File: src/rtl/c_chunk_serializer.sv
// c_chunk_serializer: splits a word into chunk_width beats over valid/ready, natural or fully bit-reversed order.
// Optional out_parity port when C_CHUNK_SERIALIZER_PARITY_EN is defined.
module c_chunk_serializer #(
    parameter int width = 32,
    parameter int chunk_width = 8
) (
    input  logic                   clk,
    input  logic                   reset,
    input  logic                   in_valid,
    output logic                   in_ready,
    input  logic [0:width-1]       in_data,
    input  logic                   in_lsb_first,
    output logic                   out_valid,
    input  logic                   out_ready,
    output logic [0:chunk_width-1] out_data,
    output logic                   out_last,
    output logic                   busy
`ifdef C_CHUNK_SERIALIZER_PARITY_EN
    ,output logic                  out_parity
`endif
);
    localparam int num_chunks = width / chunk_width;
    localparam int cnt_w = num_chunks > 1 ? $clog2(num_chunks) : 1;
    localparam logic [cnt_w-1:0] last_cnt = cnt_w'(num_chunks - 1);

    typedef enum logic {IDLE, SHIFT} state_t;

    state_t            state_q, state_d;
    logic [cnt_w-1:0]  cnt_q, cnt_d;
    logic [0:width-1]  data_q, data_d;
    logic [0:width-1]  rev;
    logic              beat, accept, at_last;

    // Reversed order is just natural chunking of the bit-reversed word.
    for (genvar i = 0; i < width; i++) begin : g_rev
        assign rev[i] = in_data[width-1-i];
    end

    assign out_valid = state_q == SHIFT;
    assign busy      = out_valid;
    assign at_last   = cnt_q == last_cnt;
    assign out_last  = out_valid & at_last;
    assign beat      = out_valid & out_ready;
    assign in_ready  = (state_q == IDLE) | (beat & at_last);
    assign accept    = in_valid & in_ready;
    assign out_data  = data_q[0:chunk_width-1];

    always_comb begin
        state_d = state_q;
        cnt_d   = cnt_q;
        data_d  = data_q;
        if (accept) begin
            state_d = SHIFT;
            cnt_d   = '0;
            data_d  = in_lsb_first ? rev : in_data;
        end else if (beat) begin
            state_d = at_last ? IDLE : SHIFT;
            cnt_d   = at_last ? '0 : cnt_q + 1'b1;
            data_d  = at_last ? '0 : data_q << chunk_width;
        end
    end

    always_ff @(posedge clk) begin
        if (reset) begin
            state_q <= IDLE;
            cnt_q   <= '0;
            data_q  <= '0;
        end else begin
            state_q <= state_d;
            cnt_q   <= cnt_d;
            data_q  <= data_d;
        end
    end

`ifdef C_CHUNK_SERIALIZER_PARITY_EN
    logic parity_q;
    always_ff @(posedge clk) begin
        if (reset)
            parity_q <= 1'b0;
        else if (accept)
            parity_q <= ^in_data;
        else if (beat && at_last)
            parity_q <= 1'b0;
    end
    assign out_parity = parity_q;
`endif
endmodule

File: config.mk
export PLATFORM = sky130hd
export DESIGN_NAME = c_chunk_serializer
export DESIGN_NICKNAME = d
export VERILOG_FILES = /design/src/rtl/c_chunk_serializer.sv
export SDC_FILE = /design/constraint.sdc
export NUM_CORES = 1
export LEC_CHECK = 0
export CAP_MARGIN = 20
export CORE_UTILIZATION = 30
export CTS_CLUSTER_SIZE = 20
export DETAILED_ROUTE_END_ITERATION = 7
export GPL_ROUTABILITY_DRIVEN = 0
export PLACE_DENSITY_LB_ADDON = 0.25
export SLEW_MARGIN = 20
export SYNTH_ARGS = -nofsm -noshare
export SYNTH_HDL_FRONTEND = slang
export SYNTH_SLANG_ARGS = --single-unit
File: constraint.sdc
create_clock -name clk -period 1.8 [get_ports clk]
set_input_delay 0.36 -clock clk [delete_from_list [all_inputs] [get_ports clk]]
set_output_delay 0.36 -clock clk [all_outputs]
set_load 0.02 [all_outputs]
Yosys cells after proc, flatten, opt, wreduce, memory -nomap -nowiden
Index checks and enable logic that the tools add are counted.
{"block": "classes", "eq_ne": 1, "muxes": 8, "add_sub_neg": 1, "reduce_logical": 2, "n_bitwise": 6}
{"operator": "two-way mux 32 bit", "n": 4}
{"operator": "bitwise AND 1 bit", "n": 4}
{"operator": "two-way mux 1 bit", "n": 3}
{"operator": "adder 2 x 1 -> 2 bit, second input constant", "n": 1}
{"operator": "equality test 2 bit, second input constant", "n": 1}
{"operator": "two-way mux 2 bit", "n": 1}
{"operator": "nonzero test 2 bit", "n": 1}
{"operator": "OR reduction 2 bit", "n": 1}
{"operator": "NOT 1 bit", "n": 1}
{"operator": "bitwise OR 1 bit", "n": 1}
{"block": "totals", "register_bits": 35, "input_bits": 37}

Logic depth before layout (Yosys ltp)
Gate-level depths: netlist of the first run.
{"block": "depth", "depth_word": 5, "mapped_depth": 6}

Worst setup path before layout of the first run
No wires, ideal clock.
{"block": "synth_timing", "path_kind": "reg2reg", "startpoint": "register state_q (netlist: busy)", "endpoint": "register data_q[1] (netlist bit)", "setup_slack_ns": 0.471, "arrival_time_ns": 1.201, "t_required_ns": 1.672, "synth_period_minus_slack_ns": 1.329, "path_stages_with_launch": 5, "setup_ns": 0.128, "cell_sequence": "dfxtp_1 -> a21bo_4 -> nand3_4 -> buf_6 -> o221ai_2"}
{"block": "synth_via", "elab_chain_cells": 5, "elab_cells_between_ends": 7, "classes_between": "1 x mux; 5 x bitwise; 1 x reduce/logical"}
{"element": "start, declared", "line_no": "28", "source": "state_t state_q, state_d;"}
{"element": "start signal, assigned", "line_no": "69", "source": "state_q <= state_d;"}
{"element": "bitwise AND 1 bit", "line_no": "43", "source": "assign beat = out_valid & out_ready;"}
{"element": "bitwise AND 1 bit", "line_no": "44", "source": "assign in_ready = (state_q == IDLE) | (beat & at_last);"}
{"element": "bitwise OR 1 bit (*)", "line_no": "44"}
{"element": "net in_ready", "line_no": "10", "source": "output logic in_ready,"}
{"element": "bitwise AND 1 bit (*)", "line_no": "45", "source": "assign accept = in_valid & in_ready;"}
{"element": "two-way mux 32 bit or nonzero test 2 bit (tied branches)"}
{"element": "end signal, assigned", "line_no": "71", "source": "data_q <= data_d;"}
{"element": "end, declared", "line_no": "30", "source": "logic [0:width-1] data_q, data_d;"}
Mark *: on every way through the listed nets, which the timed path passes. The rest lies on a longest branch.
A chain may end at the register's enable or synchronous reset.

Worst setup path in the final report of the first run
{"block": "layout_timing", "startpoint": "register cnt_q[0]", "endpoint": "output port in_ready"}
{"block": "layout_via", "elab_chain_cells": 3}
{"element": "start, declared", "line_no": "29", "source": "logic [cnt_w-1:0] cnt_q, cnt_d;"}
{"element": "start signal, assigned", "line_no": "70", "source": "cnt_q <= cnt_d;"}
{"element": "equality test 2 bit", "line_no": "41", "source": "assign at_last = cnt_q == last_cnt;"}
{"element": "bitwise AND 1 bit", "line_no": "44"}
{"element": "bitwise OR 1 bit", "line_no": "44"}
{"element": "end, declared", "line_no": "10"}
Every way passes these cells.

==> results.md, run 1 <==
- Run status: finished, final reports clean
- Average routed wire per standard cell: 12.7 microns
- Vertical die dimension: 83.4 microns
- Detailed-router iteration count before antenna repair: 4
- Worst hold margin: 0.463 ns
- Total detailed-routing wirelength: 3920 microns
- Floorplan Core Area: 0.00639 sq mm
- Synth-to-layout area growth: 31.1%
- Total number of clock tree sinks: 35
- Initial standard-cell utilization of the core: 31.1%
- Count of max-cap constraint violations: 0
- R2r startpoint: cnt_q[0]
- Count of boundary I/O pins: 49
- Worst EP arrival: 1.36 ns
- Reg power frac: 45.5%
- Commonest non-fill, non-tap cell in the layout: sky130_fd_sc_hd__clkdlybuf4s50_1
- Share of the clock period used by the worst path: 95.8%
- Setup crit end kind: output pin
- Share of cells above drive strength 1: 20.3%
- Maximum VDD drop: 0.000297 V
- First-pass GRT wire length: 6730 microns
- TritonCTS clock tree: yes
- Port Buf Inserts: 48
- Clock buffers created by TritonCTS: 5
- Setup repair after global routing missed its margin: false
- Mapped Nets: 226
- Deepest clock path buffer count: 2
- Number of antenna violations at the first check in global routing: 0
- Critical path launch point: cnt_q[0]
- Final Max Slew Viols: 0
- Setup fix buffers added after clock tree synthesis: 0
- Sequential-to-total area share from yosys stat: 35.3%
- Source-to-sink clock delay at the later pin of the worst-skew pair: 0.28 ns
- Classification of the worst setup path: flop to output pin
- Global-route usage over all layers: 12.4%
- Vias in the first global route: 1400
- Clk pwr share: 33.0%
- Filler cell count in the final layout: 630
- Met2 WL post-DR: 1800 microns
- Fin. Hold Viols: 0
- Remaining max-slew budget at the tightest pin: 75.7%
- Synthesized area per cell: 10.6 sq um
- Synthesized cell area: 0.00199 sq mm
- Highest Signal Layer: met4
- Highest clock rate: 580 MHz
- Reg-to-reg setup timing slack: 0.38 ns
- Switching power total: 0.496 mW
- Largest net degree at the start of global routing: 33
- Number of storage elements in the synthesis netlist: 35
- Required time of the critical path: 1.44 ns
- Worst clock skew: 0.00246 ns
- Kind of start point of the critical path: flop
- Number of rows created at floorplan: 29
- Fraction of power consumed by combinational cells: 21.5%
- Setup-failing EPs final: 0
- Leakage power: 0.989 nW
- Initial detailed-routing violation count: 50
- Number of H-tree branching levels: 2
- Class of the worst hold path: flop to flop
- Die outline width: 83.4 microns
- Post-Synthesis Cells: 188
- Total grt overflow: 0
- Sum of routed wire segments on met1: 1900 microns
- Met3 WL: 162 microns
- Synthesis Warnings: 0
- Distinct cell type count of the synthesized netlist: 24
- Pin slew with the least headroom to its limit: 0.365 ns
- Most frequent cells in the layout: 45 x sky130_fd_sc_hd__clkdlybuf4s50_1, 34 x sky130_fd_sc_hd__dfxtp_1, 32 x sky130_fd_sc_hd__mux2i_1, 26 x sky130_fd_sc_hd__inv_1, 26 x sky130_fd_sc_hd__nand2_1
- Clk Tree Root Cell: sky130_fd_sc_hd__clkbuf_8
- Total via count after detailed routing: 1445
- Start point of the worst hold path: data_q[23]
- Net switching share of the total power: 26.1%
- Min Tclk post-route: 1.72 ns
- Internal power: 1.40 mW
- Clock-pin slew of the registers on the worst-case setup and hold paths: 0.07 ns
- Final Core Density: 40.8%
- Net count reported at finish: 268
- Detailed placement HPWL: 2840 microns
- Antenna cells: 0
- Power density cells: 729 mW/mm^2
- DRC errors left: 0
- Die area: 0.00695 sq mm
- Antenna violation net count after detailed routing: 0
- Ratio of routed vias to standard cells: 4.69
- Maximum net fanout on the critical path: 4
[final cells by class]
cell class | instances | area, sq um | area share (%)
Multi-Input combinational cell | 105 | 991 | 38.1
Sequential cell | 35 | 702 | 27.0
Timing Repair Buffer | 57 | 616 | 23.7
Clock buffer | 8 | 100 | 3.85
Inverter | 26 | 97.6 | 3.75
Tap cell | 77 | 96.3 | 3.70
[per-stage QoR]
stage | cell area [sq um] | cells | TNS, ns | setup WS [ns] | total power, mW
2_1_floorplan | 1990 | 188 | 0 | 0.471 | 1.14
3_3_place_gp | 2500 | 300 | -0.123 | -0.123 | 1.29
3_5_place_dp | 2500 | 300 | -0.124 | -0.124 | 1.30
4_1_cts | 2600 | 308 | 0 | 0.0162 | 1.92
5_1_grt | 2600 | 308 | 0 | 0.00524 | 2.00
6_report | 2600 | 308 | 0 | 0.0760 | 1.90
[logic make-up (layout without fill, tap and decap cells)]
family          count (synthesis)  in the layout  share of synthesized area (%)
compound gates                 37             37                           23.6
fa+ha+maj                       1              1                          0.630
buf+inv                        48             91                           14.9
flops                          35             35                           35.3
mux                            32             32                           16.1
simple gates                   35             35                           9.45
[routing by layer]
| metal | up-vias | GRT usage [%] |
|---|---|---|
| met5 | - | 0 |
| met4 | 0 | 4.70 |
| met3 | 5 | 3.68 |
| met2 | 26 | 18.7 |
| met1 | 670 | 16.6 |
| li1 | 744 | - |
[sequential cells by signal (all words and copies together) (netlist names)]
name    count
cnt_q       2
data_q     32
busy        1
[critical path, cell delays in order (launching register included)]
cell	delay (ns)
sky130_fd_sc_hd__dfxtp_1	0.34
sky130_fd_sc_hd__ha_2	0.22
sky130_fd_sc_hd__a21bo_4	0.21
sky130_fd_sc_hd__dlygate4sd2_1	0.31
[cells in the mapped netlist]
cell | instances | share of area, %
sky130_fd_sc_hd__a21bo_4 | 1 | 0.82
sky130_fd_sc_hd__a21oi_1 | 2 | 0.50
sky130_fd_sc_hd__a221oi_1 | 1 | 0.44
sky130_fd_sc_hd__a311oi_1 | 1 | 0.44
sky130_fd_sc_hd__and2_2 | 1 | 0.38
sky130_fd_sc_hd__and3_1 | 1 | 0.32
sky130_fd_sc_hd__and4bb_1 | 1 | 0.63
sky130_fd_sc_hd__buf_12 | 2 | 2.0
sky130_fd_sc_hd__buf_2 | 4 | 1.0
sky130_fd_sc_hd__buf_4 | 11 | 4.2
sky130_fd_sc_hd__buf_6 | 5 | 2.8
sky130_fd_sc_hd__dfxtp_1 | 35 | 35
sky130_fd_sc_hd__ha_1 | 1 | 0.63
sky130_fd_sc_hd__inv_1 | 26 | 4.9
sky130_fd_sc_hd__mux2i_1 | 32 | 16
sky130_fd_sc_hd__nand2_1 | 26 | 4.9
sky130_fd_sc_hd__nand2b_1 | 1 | 0.32
sky130_fd_sc_hd__nand2b_2 | 1 | 0.44
sky130_fd_sc_hd__nand3_1 | 1 | 0.25
sky130_fd_sc_hd__nand3_4 | 2 | 1.8
sky130_fd_sc_hd__o221ai_1 | 1 | 0.44
sky130_fd_sc_hd__o221ai_2 | 23 | 17
sky130_fd_sc_hd__o2bb2ai_1 | 8 | 3.5
sky130_fd_sc_hd__or3b_1 | 1 | 0.44
[final timing paths]
kind                 to  cells after the start
max            in_ready                      3
min          data_q[15]                      2
max reg2reg  data_q[21]                      6
min reg2reg  data_q[15]                      2
[power by group through the flow]
| stage | Combinational, mW | Sequential [mW] | Clock, mW |
|---|---|---|---|
| detailed placement | 0.416 | 0.880 | 0 |
| finish | 0.408 | 0.863 | 0.627 |
| CTS | 0.416 | 0.863 | 0.641 |
| global placement | 0.413 | 0.880 | 0 |
| global route | 0.444 | 0.870 | 0.686 |
| floorplan | 0.264 | 0.873 | 0 |
[repair_timing]
item | 4_1_cts | 5_1_grt
endpoints found under the setup margin | 4 | 2
resized for setup | 3 | 1
cloned | 0 | 0
hold buffers | 0 | 0
(Power assumes the default switching activity.)
==> run 2: changes to the inputs <==
--- a/config.mk
+++ b/config.mk
@@ -11,6 +11,7 @@
 export DETAILED_ROUTE_END_ITERATION = 7
 export GPL_ROUTABILITY_DRIVEN = 0
 export PLACE_DENSITY_LB_ADDON = 0.25
+export SKIP_LAST_GASP = 1
 export SLEW_MARGIN = 20
 export SYNTH_ARGS = -nofsm -noshare
 export SYNTH_HDL_FRONTEND = slang
==> constraint.sdc (replaced) <==
create_clock -name clk -period 2 [get_ports clk]
set_input_delay 0.4 -clock clk [delete_from_list [all_inputs] [get_ports clk]]
set_output_delay 0.4 -clock clk [all_outputs]
set_load 0.02 [all_outputs]
==> run 2 against run 1 <==
Non-clock buffer count is 2 lower. Hold slack better by 0.0028 ns. Clock skew is 0.0054 ns higher. Sequential power is 10% lower. Sequential cell count stayed put. Critical endpoint is now busy.
==> results.md, run 2 (synthesis results as in run 1) <==
- Slowest library cell on the worst path: sky130_fd_sc_hd__clkdlybuf4s50_1
- Final Core Density: 40.3% (-0.49 points)
- Vias in the first global route: 1392 (-0.57%)
- Worst EP arrival: 1.47 ns (+0.11 ns)
- Net count reported at finish: 266 (-0.75%)
- Switching power total: 0.468 mW (-5.5%)
- Average routed wire per standard cell: 13.0 microns (+1.9%)
- Maximum VDD drop: 0.000278 V (-6.4%)
- Detailed-router iteration count before antenna repair: 4 (unchanged)
- Min Tclk post-route: 1.87 ns
- Ratio of routed vias to standard cells: 4.70 (about the same)
- Antenna cells: 0 (unchanged)
- Synth-to-layout area growth: 29.5%
- Largest net degree at the start of global routing: 33 (unchanged)
- Total detailed-routing wirelength: 3960 microns (+1.2%)
- Initial detailed-routing violation count: 62 (+24%)
- Commonest non-fill, non-tap cell in the layout: sky130_fd_sc_hd__clkdlybuf4s50_1
- Floorplan Core Area: 0.00639 sq mm (unchanged)
- Setup repair after global routing missed its margin: false
- Register with the most flip-flops: data_q
- Pin slew with the least headroom to its limit: 0.372 ns (+0.00677 ns)
- Detailed placement HPWL: 2850 microns (+0.14%)
- Clk Tree Root Cell: sky130_fd_sc_hd__clkbuf_8
- Number of antenna violations at the first check in global routing: 0 (unchanged)
- Total via count after detailed routing: 1437 (-0.55%)
- Setup fix buffers added after clock tree synthesis: 0 (unchanged)
- Number of flip-flops under the largest register name: 32 (unchanged)
- Fin. Hold Viols: 0 (unchanged)
- Worst clock skew: 0.00785 ns (+0.00539 ns)
- Power density cells: 691 mW/mm^2 (-5.2%)
- Final Total Pwr: 1.78 mW (-6.3%)
- DRC errors left: 0 (unchanged)
- Highest clock rate: 535 MHz
- Class of the worst hold path: flop to flop
- Critical path launch point: busy
- Total grt overflow: 0 (unchanged)
- Reg power frac: 43.6% (-1.9 points)
- Final Max Slew Viols: 0 (unchanged)
- Leakage power: 0.980 nW (-0.86%)
- Kind of start point of the critical path: flop
- Remaining max-slew budget at the tightest pin: 75.2% (-0.45 points)
- Initial standard-cell utilization of the core: 31.1% (unchanged)
- Number of H-tree branching levels: 2 (unchanged)
- Max incr delay on CP: 0.67 ns (+0.33 ns)
- Source-to-sink clock delay at the later pin of the worst-skew pair: 0.29 ns (about the same)
- Buffer and inverter count on the worst path: 1 (unchanged)
- Global-route usage over all layers: 11.9% (-0.46 points)
- Count of boundary I/O pins: 49 (unchanged)
- Antenna violation net count after detailed routing: 0 (unchanged)
- First-pass GRT wire length: 6530 microns (-3.0%)
- Clock-pin slew of the registers on the worst-case setup and hold paths: 0.07 ns (about the same)
- Critical Path, Cell by Cell: clkdlybuf4s50_1
- Classification of the worst setup path: flop to output pin
- Kind of cell adding the most delay to the critical path: buffers and inverters
- Die outline width: 83.4 microns (unchanged)
- TritonCTS clock tree: yes
- Share of cells above drive strength 1: 19.2% (-1.1 points)
- Setup-failing EPs final: 0 (unchanged)
- Fraction of power consumed by combinational cells: 20.1% (-1.4 points)
- R2r startpoint: cnt_q[0]
- Deepest clock path buffer count: 2 (unchanged)
- Share of the clock period used by the worst path: 93.5%
- Clock buffers created by TritonCTS: 5 (unchanged)
- Start point of the worst hold path: data_q[23]
- Count of max-cap constraint violations: 0 (unchanged)
- Run status: finished, final reports clean
- Total number of clock tree sinks: 35 (unchanged)
- Number of rows created at floorplan: 29 (unchanged)
- Internal power: 1.31 mW (-6.6%)
- Net switching share of the total power: 26.3% (+0.23 points)
- Required time of the critical path: 1.60 ns (+0.16 ns)
- Setup crit end kind: output pin
- Most frequent cells in the layout: 45 x sky130_fd_sc_hd__clkdlybuf4s50_1, 35 x sky130_fd_sc_hd__dfxtp_1, 32 x sky130_fd_sc_hd__mux2i_1, 26 x sky130_fd_sc_hd__inv_1, 26 x sky130_fd_sc_hd__nand2_1
- Port Buf Inserts: 48 (unchanged)
- Die area: 0.00695 sq mm (unchanged)
- Clk pwr share: 36.3% (+3.3 points)
- Maximum net fanout on the critical path: 10 (+6)
- Vertical die dimension: 83.4 microns (unchanged)
==> run 2: cell types whose count changed in the layout (fill, tap and decap cells not counted), sizes merged <==
cell / change
clkbuf: -3
buf: -2
clkinv: +2
bufinv: +1
==> run 2: final cells by class <==
type,instances,area (sq um)
timing repair buffer,55,576
fill,648,3810
inverter,26,97.6
tap,77,96.3
clock buffer,5,68.8
clock inverter,3,43.8
multi-input combinational,105,988
sequential,35,701
==> run 2: power by group through the flow <==
stage,Sequential [mW],Combinational (mW),Clock [mW]
global placement,0.791,0.361,0
detailed placement,0.792,0.364,0
floorplan,0.786,0.238,0
CTS,0.776,0.364,0.666
global route,0.782,0.387,0.693
finish,0.776,0.357,0.645
==> run 2: worst paths after layout <==
| check | to | slack (ns) | cells past startpoint |
|---|---|---|---|
| worst min-delay path | data_q[15] | 0.47 | 2 |
| worst max register to register | data_q[23] | 0.54 | 6 |
| worst max-delay path | busy | 0.13 | 1 |
| worst min register to register | data_q[15] | 0.47 | 2 |
==> run 2: per-layer routing <==
| metal | wire length [microns] | GRT usage (%) | vias up | part of all wire (%) |
|---|---|---|---|---|
| li1 | - | - | 743 | - |
| met1 | 1930 | 16.2 | 661 | 49 |
| met2 | 1800 | 18.1 | 28 | 46 |
| met3 | 164 | 2.68 | 5 | 4.1 |
| met4 | 63 | 5.17 | 0 | 1.6 |
| met5 | 0 | 0 | - | 0 |
==> run 2: per-stage QoR <==
stage	area (sq um)	instances	hold WS, ns	setup WS (ns)	setup TNS (ns)
5_1_grt	2570	306	0.483	0.0796	0
2_1_floorplan	1990	188	0.432	0.671	0
6_report	2570	306	0.466	0.130	0
3_3_place_gp	2460	298	0.446	-0.00143	-0.00143
4_1_cts	2570	306	0.470	0.127	0
3_5_place_dp	2460	298	0.448	-0.00357	-0.00357
==> run 2: what timing repair did <==
action | 4_1_cts | 5_1_grt
setup endpoints to repair | 2 | 0
hold buffers | 0 | 0
gates resized for setup | 2 | 0
endpoints found under the hold margin | 0 | 0
==> run 2: worst register-to-register path, cell delays in order (launching register included) <==
cell and delay [ns]:
sky130_fd_sc_hd__dfxtp_1 0.34, sky130_fd_sc_hd__ha_1 0.25, sky130_fd_sc_hd__a21bo_4 0.23, sky130_fd_sc_hd__buf_4 0.15, sky130_fd_sc_hd__nand3_4 0.11, sky130_fd_sc_hd__buf_12 0.18
sky130_fd_sc_hd__o221ai_2 0.10
==> run 3: changes to the inputs <==
==> constraint.sdc (replaced) <==
create_clock -name clk -period 2.3 [get_ports clk]
set_input_delay 0.46 -clock clk [delete_from_list [all_inputs] [get_ports clk]]
set_output_delay 0.46 -clock clk [all_outputs]
set_load 0.02 [all_outputs]
==> run 3 against run 2 <==
Global-route usage up 0.96 points. Register-to-register slack worse by 0.05 ns. Via count down 0.90%. Sequential share of layout area up 0.27 points. Clock power down 10%. First-iteration DRC count up 8.1%. Hold slack worse by 0.0070 ns. Critical endpoint is now in_ready. Total power down 12%. Largest cell class unchanged. Non-clock buffer count down 1. Critical path depth up 2. Largest power group unchanged. Worst setup slack worse by 0.047 ns.
==> results.md, run 3 (synthesis results as in run 1) <==
- Synth-to-layout area growth: 28.2%
- Number of antenna violations at the first check in global routing: 0 (unchanged)
- Final Total Pwr: 1.56 mW (-12%)
- Source-to-sink clock delay at the later pin of the worst-skew pair: 0.29 ns (about the same)
- Total detailed-routing wirelength: 4000 microns (+0.86%)
- Placed cell count: 297 (-0.34%)
- Kind of cell adding the most delay to the critical path: buffers and inverters
- Setup-failing EPs final: 0 (unchanged)
- Final Max Slew Viols: 0 (unchanged)
- Power density cells: 612 mW/mm^2 (-12%)
- Total number of clock tree sinks: 35 (unchanged)
- Worst clock skew: 0.00602 ns (-0.00184 ns)
- Setup fix buffers added after clock tree synthesis: 0 (unchanged)
- Setup crit end kind: output pin
- CTS Hold Buffers Added: 0 (unchanged)
- Initial detailed-routing violation count: 67 (+8.1%)
- Quantity of gates resized following cts: 0 (-2)
- TritonCTS clock tree: yes
- Antenna cells: 0 (unchanged)
- Area of all sequential standard cells: 701 sq um (unchanged)
- Filler cell count in the final layout: 670 (+3.4%)
- Run status: finished, final reports clean
- Detailed-router iteration count before antenna repair: 2 (-2)
- Commonest non-fill, non-tap cell in the layout: sky130_fd_sc_hd__clkdlybuf4s50_1
- Vertical die dimension: 83.4 microns (unchanged)
- Cell mode on critical path: sky130_fd_sc_hd__clkdlybuf4s50_1
- Buffer and inverter count on the worst path: 2 (+1)
- Die outline width: 83.4 microns (unchanged)
- Number of flip-flops under the largest register name: 32 (unchanged)
- TNS Setup: 0 ns (unchanged)
- Clk Tree Root Cell: sky130_fd_sc_hd__clkbuf_8
- Area of the multi-input gates: 988 sq um (unchanged)
- Maximum net fanout on the critical path: 6 (-4)
- Largest net degree at the start of global routing: 33 (unchanged)
- Port Buf Inserts: 48 (unchanged)
- Kind of start point of the critical path: input port
- Die area: 0.00695 sq mm (unchanged)
- Number of rows created at floorplan: 29 (unchanged)
- DRC errors left: 0 (unchanged)
- Class of the worst hold path: flop to flop
- Highest clock rate: 451 MHz
- Count of boundary I/O pins: 49 (unchanged)
- Share of cells above drive strength 1: 18.9% (-0.35 points)
- Share of the clock period used by the worst path: 96.4%
- Total grt overflow: 0 (unchanged)
- Register with the most flip-flops: data_q
- Antenna violation net count after detailed routing: 0 (unchanged)
- Setup repair after global routing missed its margin: false
- Required time of the critical path: 1.84 ns (+0.24 ns)
- Initial standard-cell utilization of the core: 31.1% (unchanged)
- Slowest library cell on the worst path: sky130_fd_sc_hd__clkdlybuf4s50_1
- Leakage power: 0.962 nW (-1.9%)
- Reg-to-reg setup timing slack: 0.49 ns (-0.05 ns)
- Detailed placement HPWL: 2840 microns (-0.34%)
- Deepest clock path buffer count: 2 (unchanged)
- Vias in the first global route: 1448 (+4.0%)
- Number of non-filler instances in the completed layout: 305 (-0.33%)
- Number of H-tree branching levels: 2 (unchanged)
- Max incr delay on CP: 0.59 ns (-0.08 ns)
- Pin slew with the least headroom to its limit: 0.891 ns (+0.520 ns)
- Floorplan Core Area: 0.00639 sq mm (unchanged)
- Net count reported at finish: 265 (-0.38%)
- Most frequent cells in the layout: 47 x sky130_fd_sc_hd__clkdlybuf4s50_1, 35 x sky130_fd_sc_hd__dfxtp_1, 32 x sky130_fd_sc_hd__mux2i_1, 26 x sky130_fd_sc_hd__inv_1, 26 x sky130_fd_sc_hd__nand2_1
- Critical Path, Cell by Cell: clkdlybuf4s50_1, a21bo_4, clkdlybuf4s50_1
- Worst EP arrival: 1.76 ns (+0.29 ns)
- Count of max-cap constraint violations: 0 (unchanged)
- Total via count after detailed routing: 1424 (-0.90%)
- Clock-pin slew of the registers on the worst-case setup and hold paths: 0.07 ns (about the same)
- Clock buffers created by TritonCTS: 5 (unchanged)
- Ratio of routed vias to standard cells: 4.67 (-0.58%)
- Min Tclk post-route: 2.22 ns
- Remaining max-slew budget at the tightest pin: 40.6% (-35 points)
- Global-route usage over all layers: 12.9% (+0.96 points)
- First-pass GRT wire length: 6940 microns (+6.2%)
- Classification of the worst setup path: input port to output pin
- Maximum VDD drop: 0.000269 V (-3.2%)
- Average routed wire per standard cell: 13.1 microns (+1.2%)
- Fin. Hold Viols: 0 (unchanged)
[run 3: cell types whose count changed in the layout (fill, tap and decap cells not counted)]
cell | before | now
sky130_fd_sc_hd__clkbuf_8 | 5 | 6
sky130_fd_sc_hd__buf_12 | 4 | 2
sky130_fd_sc_hd__buf_4 | 3 | 4
sky130_fd_sc_hd__clkinv_4 | 1 | 0
sky130_fd_sc_hd__clkdlybuf4s50_1 | 45 | 47
sky130_fd_sc_hd__dlygate4sd2_1 | 2 | 0
[run 3: tightest hold or removal path, delay by kind of cell, from the launching register on]
family	cells	cell delay, ns
AO/OA/AOI/OAI	1	0.05
flip-flops	1	0.32
AND/OR/NAND/NOR	1	0.06
[run 3: layout make-up]
| cell class | instances | area share (%) |
|---|---|---|
| well taps | 77 | 3.78 |
| flip-flops and latches | 35 | 27.5 |
| clock inverters | 2 | 1.38 |
| multi-input cells | 105 | 38.8 |
| inverters | 26 | 3.83 |
| repair buffers | 54 | 21.4 |
| clock buffers | 6 | 3.24 |
[run 3: through the flow]
| stage | instance area [sq um] | setup WS (ns) | hold WS [ns] | util (%) |
|---|---|---|---|---|
| global route | 2550 | 0.0147 | 0.487 | 39.9 |
| floorplan | 1990 | 0.971 | 0.432 | - |
| finish | 2550 | 0.0830 | 0.459 | 39.9 |
| detailed placement | 2430 | 0.0775 | 0.448 | 38.0 |
| global placement | 2430 | 0.0941 | 0.442 | 38.0 |
| CTS | 2550 | 0.0722 | 0.464 | 39.9 |
[run 3: path summary, 6_finish.rpt]
| check | startpoint | endpoint | cells after the start |
|---|---|---|---|
| worst min-delay path | data_q[8] | data_q[0] | 2 |
| worst min register to register | data_q[8] | data_q[0] | 2 |
| worst max register to register | cnt_q[0] | data_q[16] | 4 |
| worst max-delay path | out_ready | in_ready | 3 |
[run 3: power breakdown]
group	leakage [nW]	internal [mW]	switching, mW	total (mW)
Sequential	0.288	0.650	0.0248	0.675
Clock	0.0612	0.351	0.227	0.578
Combinational	0.613	0.160	0.145	0.305
[run 3: routing by layer]
| metal | GRT usage (%) | vias up | routed length (microns) |
|---|---|---|---|
| li1 | - | 741 | - |
| met1 | 16.7 | 651 | 1980 |
| met2 | 19.2 | 26 | 1750 |
| met3 | 4.37 | 6 | 185 |
| met4 | 6.11 | 0 | 85 |
| met5 | 0 | - | 0 |
